===== config.mk =====
export PLATFORM = sky130hd
export DESIGN_NAME = retire_trace_buf
export DESIGN_NICKNAME = d
export VERILOG_FILES = /design/src/rtl/retire_trace_buf_pkg.sv /design/src/rtl/retire_trace_buf_fifo.sv /design/src/rtl/retire_trace_buf.sv
export SDC_FILE = /design/constraint.sdc
export NUM_CORES = 1
export LEC_CHECK = 0
export CAP_MARGIN = 10
export CORE_MARGIN = 1.5
export CORE_UTILIZATION = 25
export CTS_CLUSTER_DIAMETER = 50
export DETAILED_ROUTE_END_ITERATION = 7
export SYNTH_ARGS = -nofsm -noshare
export SYNTH_HDL_FRONTEND = slang
export SYNTH_HIERARCHICAL = 1
export SYNTH_SLANG_ARGS = --single-unit

===== constraint.sdc =====
create_clock -name clk -period 6.62 [get_ports clk]
set_clock_uncertainty 0.2 [all_clocks]
set_input_delay 0.993 -clock clk [delete_from_list [all_inputs] [get_ports clk]]
set_output_delay 0.993 -clock clk [all_outputs]
set_load 0.05 [all_outputs]

===== src/rtl/retire_trace_buf_pkg.sv =====
// ---------------------------------------------------------------------------
// retire_trace_buf_pkg
//   Shared definitions for the retire trace buffer:
//     - RETIRE_REC_W and the field offsets of the 70-bit retire word
//       {rf_en, rf_waddr, rf_wdata, pc}
//     - fifo_state_e: occupancy state (EMPTY / PARTIAL / FULL) that the FIFO
//       derives from its pointers and exports for observation
//     - pack_record(): builds a retire word from its fields
// ---------------------------------------------------------------------------
package retire_trace_buf_pkg;

   localparam int RETIRE_REC_W = 70;
   localparam int PC_LSB       = 0;
   localparam int WDATA_LSB    = 32;
   localparam int WADDR_LSB    = 64;
   localparam int RFEN_BIT     = 69;

   typedef enum logic [1:0] {
      ST_EMPTY   = 2'd0,
      ST_PARTIAL = 2'd1,
      ST_FULL    = 2'd2
   } fifo_state_e;

   function automatic logic [RETIRE_REC_W-1:0] pack_record(
      input logic        rf_en,
      input logic [4:0]  rf_waddr,
      input logic [31:0] rf_wdata,
      input logic [31:0] pc
   );
      logic [RETIRE_REC_W-1:0] rec;
      rec                     = '0;
      rec[RFEN_BIT]           = rf_en;
      rec[WADDR_LSB +: 5]     = rf_waddr;
      rec[WDATA_LSB +: 32]    = rf_wdata;
      rec[PC_LSB +: 32]       = pc;
      return rec;
   endfunction

endpackage


===== src/rtl/retire_trace_buf_fifo.sv =====
// ---------------------------------------------------------------------------
// retire_fifo
//   Show-ahead synchronous FIFO. The head entry is presented combinationally
//   on rdata (forced to 0 while empty); a written entry is visible the cycle
//   after the write edge.
//
//   Ports:
//     clk, rst   clock, asynchronous active-high reset (clears pointers)
//     push       write request; accepted when not full, or when full and a
//                pop happens in the same cycle
//     wdata      data written on an accepted push
//     pop        read request; ignored while empty
//     rdata      head entry (0 while empty)
//     state      occupancy state EMPTY / PARTIAL / FULL
//
//   Pointers carry one extra wrap bit: equal pointers mean empty, equal
//   addresses with differing wrap bits mean full.
// ---------------------------------------------------------------------------
module retire_fifo
   import retire_trace_buf_pkg::*;
#(
   parameter int WIDTH = 70,
   parameter int DEPTH = 16
) (
   input  logic             clk,
   input  logic             rst,
   input  logic             push,
   input  logic [WIDTH-1:0] wdata,
   input  logic             pop,
   output logic [WIDTH-1:0] rdata,
   output fifo_state_e      state
);

   localparam int AW = $clog2(DEPTH);
   localparam int PW = AW + 1;

   logic [WIDTH-1:0] mem [DEPTH];
   logic [PW-1:0]    wr_ptr;
   logic [PW-1:0]    rd_ptr;
   logic             full;
   logic             empty;
   logic             do_push;
   logic             do_pop;

   assign empty = (wr_ptr == rd_ptr);
   assign full  = (wr_ptr[AW-1:0] == rd_ptr[AW-1:0]) &&
                  (wr_ptr[AW] != rd_ptr[AW]);

   assign do_pop  = pop && !empty;
   // A pop in the same cycle frees the head slot, so a push into a full
   // FIFO is still accepted and occupancy stays unchanged.
   assign do_push = push && (!full || do_pop);

   always_ff @(posedge clk or posedge rst) begin
      if (rst) begin
         wr_ptr <= '0;
         rd_ptr <= '0;
      end else begin
         if (do_push) wr_ptr <= wr_ptr + PW'(1);
         if (do_pop)  rd_ptr <= rd_ptr + PW'(1);
      end
   end

   // Storage is not reset; its contents are meaningless while empty.
   always_ff @(posedge clk) begin
      if (do_push) mem[wr_ptr[AW-1:0]] <= wdata;
   end

   assign rdata = empty ? '0 : mem[rd_ptr[AW-1:0]];

   always_comb begin
      state = ST_PARTIAL;
      if (empty)     state = ST_EMPTY;
      else if (full) state = ST_FULL;
   end

endmodule


===== src/rtl/retire_trace_buf.sv =====
// ---------------------------------------------------------------------------
// retire_trace_buf
//   Buffers retired-instruction records from the CPU writeback stage and
//   presents them one at a time to a slower consumer, with drop reporting
//   and retire/drop statistics.
//
//   Build option: define RETIRE_STALL_EN to backpressure the CPU through
//   retire_stall instead of dropping records when the buffer is full.
//
//   Parameters:
//     DEPTH      FIFO entries (power of two, >= 2)
//     FILTER_X0  1: enqueue only records with rf_en=1 and rf_waddr!=0
//                0: enqueue every retired instruction
//
//   Ports:
//     clk, rst       clock, asynchronous active-high reset
//     wb_valid       one instruction retires this cycle
//     wb_pc          PC of the retiring instruction
//     wb_rf_en       register-file write enable
//     wb_rf_waddr    destination register
//     wb_rf_wdata    write-back data
//     out_valid      head record available
//     out_ready      consumer accepts head record
//     out_record     head record {rf_en, waddr, wdata, pc}, 0 while empty
//     overflow       sticky: at least one record dropped
//     retire_cnt     count of accepted wb_valid cycles, wraps
//     drop_cnt       dropped records, saturates at 0xFFFF
//     retire_stall   backpressure to the CPU (0 unless RETIRE_STALL_EN)
//
//   Output handshake: a record transfers on every rising clk edge where
//   out_valid && out_ready. out_valid does not depend on out_ready; once
//   asserted, the head record stays put until it is taken or rst clears it.
// ---------------------------------------------------------------------------
module retire_trace_buf
   import retire_trace_buf_pkg::*;
#(
   parameter int DEPTH     = 16,
   parameter int FILTER_X0 = 1
) (
   input  logic                    clk,
   input  logic                    rst,
   input  logic                    wb_valid,
   input  logic [31:0]             wb_pc,
   input  logic                    wb_rf_en,
   input  logic [4:0]              wb_rf_waddr,
   input  logic [31:0]             wb_rf_wdata,
   output logic                    out_valid,
   input  logic                    out_ready,
   output logic [RETIRE_REC_W-1:0] out_record,
   output logic                    overflow,
   output logic [31:0]             retire_cnt,
   output logic [15:0]             drop_cnt,
   output logic                    retire_stall
);

   fifo_state_e             fifo_state;
   logic                    full;
   logic                    pop;
   logic                    retire;
   logic                    candidate;
   logic                    drop;
   logic [RETIRE_REC_W-1:0] wb_record;

   assign full      = (fifo_state == ST_FULL);
   assign out_valid = (fifo_state != ST_EMPTY);
   assign pop       = out_valid && out_ready;

   assign wb_record = pack_record(wb_rf_en, wb_rf_waddr, wb_rf_wdata, wb_pc);

`ifdef RETIRE_STALL_EN
   // Full with no pop this cycle: hold the CPU. A retire offered while
   // stalled is ignored entirely, so nothing can ever be dropped.
   assign retire_stall = full && !pop;
   assign retire       = wb_valid && !retire_stall;
   assign drop         = 1'b0;
`else
   assign retire_stall = 1'b0;
   assign retire       = wb_valid;
`endif

   // Writes to x0 and non-writing instructions carry no architectural state
   // change, so the filter keeps them out of the buffer.
   assign candidate = retire &&
                      ((FILTER_X0 == 0) || (wb_rf_en && (wb_rf_waddr != 5'd0)));

`ifndef RETIRE_STALL_EN
   assign drop = candidate && full && !pop;
`endif

   retire_fifo #(
      .WIDTH (RETIRE_REC_W),
      .DEPTH (DEPTH)
   ) u_fifo (
      .clk   (clk),
      .rst   (rst),
      .push  (candidate),
      .wdata (wb_record),
      .pop   (pop),
      .rdata (out_record),
      .state (fifo_state)
   );

   always_ff @(posedge clk or posedge rst) begin
      if (rst) begin
         overflow   <= 1'b0;
         retire_cnt <= '0;
         drop_cnt   <= '0;
      end else begin
         if (retire) retire_cnt <= retire_cnt + 32'd1;
         if (drop) begin
            overflow <= 1'b1;
            if (drop_cnt != 16'hFFFF) drop_cnt <= drop_cnt + 16'd1;
         end
      end
   end

endmodule


==> metrics.md <==
| Metric | Value |
|---|---|
| Ys async rst share | 0.05004 |
| Largest net degree at the start of global routing | 149 |
| Post-synth EDFFs | 1,120 |
| Outcome | finished, final reports clean |
| MaxCap Viol Count | 0 |
| Gp weighted congestion | 0.7320 |
| DPL Wire Length | 63.00 mm |
| CTS tree | built |
| Worst Path Arrival | 4500 ps |
| DRC | 0 |
| Via Count | 21.08k |
| Core region area | 178,600 um2 |
| Port Buffers | 193 |
| Hold Crit Class | flip-flop to flip-flop |
| Fin crit period | 5697 ps |
| Crit path largest cell delay | 950 ps |
| Slew @ Worst Pin | 1221 ps |
| DRT Wirelength | 108.8 mm |
| RSZ-0062 raised after global routing | no |
| Commonest non-fill, non-tap cell in the layout | edfxtp_1 |
| Crit. End Element | primary output |
| CP Class | flip-flop to primary output |
| Slew HR | 0.1840 |
| Final Hold Fails | 0 |
| Via/cell ratio | 4.495 |
| Peak supply drop | 376.3 uV |
| Commonest non-fill, non-tap cells in the layout | 1,120 x edfxtp_1, 280 x mux4_2, 193 x clkdlybuf4s50_1 |
| Htree depth | 3 |
| Routed length per instance | 23.20 um |
| Antenna Violating Nets Remaining | 0 |
| Fill cell count | 17.05k |
| Setup violators final | 0 |
| Initial core utilization | 0.2517 |
| Register area share after synthesis | 0.7808 |
| Cells after Synth | 1,988 |
| Synth Net Count | 2,069 |
| YS warnings | 6 |
| Syn Area/Cell | 22.62 um2 |
| Die ar. | 182,400 um2 |
| Top cells by area, synth | edfxtp_1 75%, mux4_2 14%, dfrtp_1 3.3% |
| Hold-fix buffers, CTS | 0 |
| Clock Tree Root | clkbuf_16 |
| Slew Limit Fails | 0 |
| Required time worst endpoint | 5430 ps |
| CP cell instances | buf_12 > mux4_2 > a22oi_1 > a21oi_1 > clkdlybuf4s50_1 |
| GRT Util Overall | 0.1184 |
| Synth Cell Area | 44,960 um2 |
| Library cells used by synthesis | 42 |
| Std cell rows | 155 |
| Pwr dens | 441.3 nW/um2 |
| Num CTS Buffers | 119 |
| Nets | 2,317 |
| Pleak | 16.58 nW |
| Number of DRC markers in iteration 0 | 1,635 |
| FF+latch count, synth | 1,179 |
| Clock net sink count | 1,179 |
| Yosys top cell by area | edfxtp_1 |
| Clock Latency Late Sink | 770 ps |
| Area Growth Syn to Fin | 19.49% |
| Utilization after layout | 0.3008 |
| Grt ovf | 0 |
| Clock slew at reported path FFs | 60 ps |
| Ports | 195 |
| CP Launch Type | flip-flop |
| Pwr Total | 0.02371 W |
| Initial DRT Pass Iterations | 5 |
| Longest Clk Path Bufs | 3 |
| CP max-delay cell | clkdlybuf4s50_1 |
| Final Worst Setup Slack | 922.8 ps |
| Final TNS setup | 0 ps |
| Share of post-route cells with drive strength above 1 | 0.2273 |
| Crit-path max FO | 148 |
| Vias in the first global route | 22.25k |
| Multi-input gate area | 9279 um2 |
| Global-route wire length before repair | 157.7 mm |
| Area share of the largest cell type after synthesis | 0.7480 |
| Antenna violations before repair | 20 |
| Final Cycle Share | 0.8606 |
| Die W | 427.1 um |
| Ys flop type | edfxtp_1 |
| Post-CTS Resized | 0 |
| DIE HEIGHT | 427.1 um |
| Fmax | 175.5 MHz |
| Post-CTS setup buffers | 0 |
| FF+latch area | 35,120 um2 |
| Dpl ws | 1498 ps |
## per-layer routing
layer / vias to the layer above / GRT usage / share of wire
met4: 20 / 0.04805 / 0.037
met1: 11346 / 0.1424 / 0.40
met2: 578 / 0.2049 / 0.51
met3: 205 / 0.02598 / 0.054
met5: - / 0 / 0.0012
li1: 8926 / - / -
## final timing paths
check | slack (ps) | from | cells past startpoint | endpoint
min in group asynchronous | 380 | rst | 2 | u_fifo/rd_ptr[0]
setup / recovery | 920 | u_fifo/rd_ptr[1] | 5 | out_record[29]
hold reg to reg | 260 | retire_cnt[31] | 1 | retire_cnt[31]
max in group asynchronous | 5200 | rst | 3 | retire_cnt[31]
setup reg to reg | 2100 | u_fifo/rd_ptr[1] | 8 | u_fifo/mem[0][16]
hold / removal | 260 | retire_cnt[31] | 1 | retire_cnt[31]
## layout make-up
type | instances | area share
multi-input cells | 690 | 0.1727
clock buffers | 144 | 0.05717
inverters | 7 | 0.0004891
diodes | 2 | 0.00009315
flip-flops and latches | 1179 | 0.6536
repair buffers | 239 | 0.04565
well taps | 2355 | 0.05484
clock inverters | 73 | 0.01544
## flip-flops by register name, summed over array words and instances, names as in the netlist
| register | cells |
|---|---|
| drop_cnt | 16 |
| overflow | 1 |
| retire_cnt | 32 |
| u_fifo/mem | 1120 |
| u_fifo/rd_ptr | 5 |
| u_fifo/wr_ptr | 5 |
## where the power goes
group          internal [W]  switching (W)
Clock               0.00376        0.00288
Combinational       0.00305        0.00518
Sequential          0.00858       0.000261
## worst max-delay path: cells and delay by family (launching register included)
family | cells | cell delay [ps]
AO/OA/AOI/OAI | 2 | 700
flip-flops | 1 | 940
multiplexers | 1 | 360
buffers and inverters | 2 | 1630
## cell usage after synthesis (7+ instances only)
cell and n:
nand4_1 14, nor2b_1 8, a22oi_1 140, nor2_1 16, inv_1 7, ha_1 7
buf_6 19, buf_4 16, edfxtp_1 1120, a21oi_1 70, buf_2 41, nand3_1 15
mux4_2 280, xor2_1 19, dfrtp_1 59, xnor2_1 40, and3_1 27, clkbuf_1 33
nand2_1 20
## metrics by stage
| stage | area (um2) | hold slack, ps | instances |
|---|---|---|---|
| floorplan | 44970 | 261.7 | 1988 |
| global placement | 49820 | 264.3 | 4470 |
| detailed placement | 49820 | 259.8 | 4470 |
| CTS | 53720 | 268.6 | 4687 |
| global route | 53730 | 304.1 | 4689 |
| finish | 53730 | 264.6 | 4689 |
## cells by family (layout without fill, tap and decap cells)
kind of cell | after synthesis | count (layout) | synth area share
other cells | 1 | 3 | 0.00008340
xor+xnor | 59 | 59 | 0.01149
compound gates | 216 | 216 | 0.03286
simple gates | 124 | 124 | 0.01617
flops | 1179 | 1179 | 0.7808
mux | 283 | 283 | 0.1410
buf+inv | 119 | 463 | 0.01561
fa+ha+maj | 7 | 7 | 0.001948
Note: power is estimated with default switching activity, not from simulation.
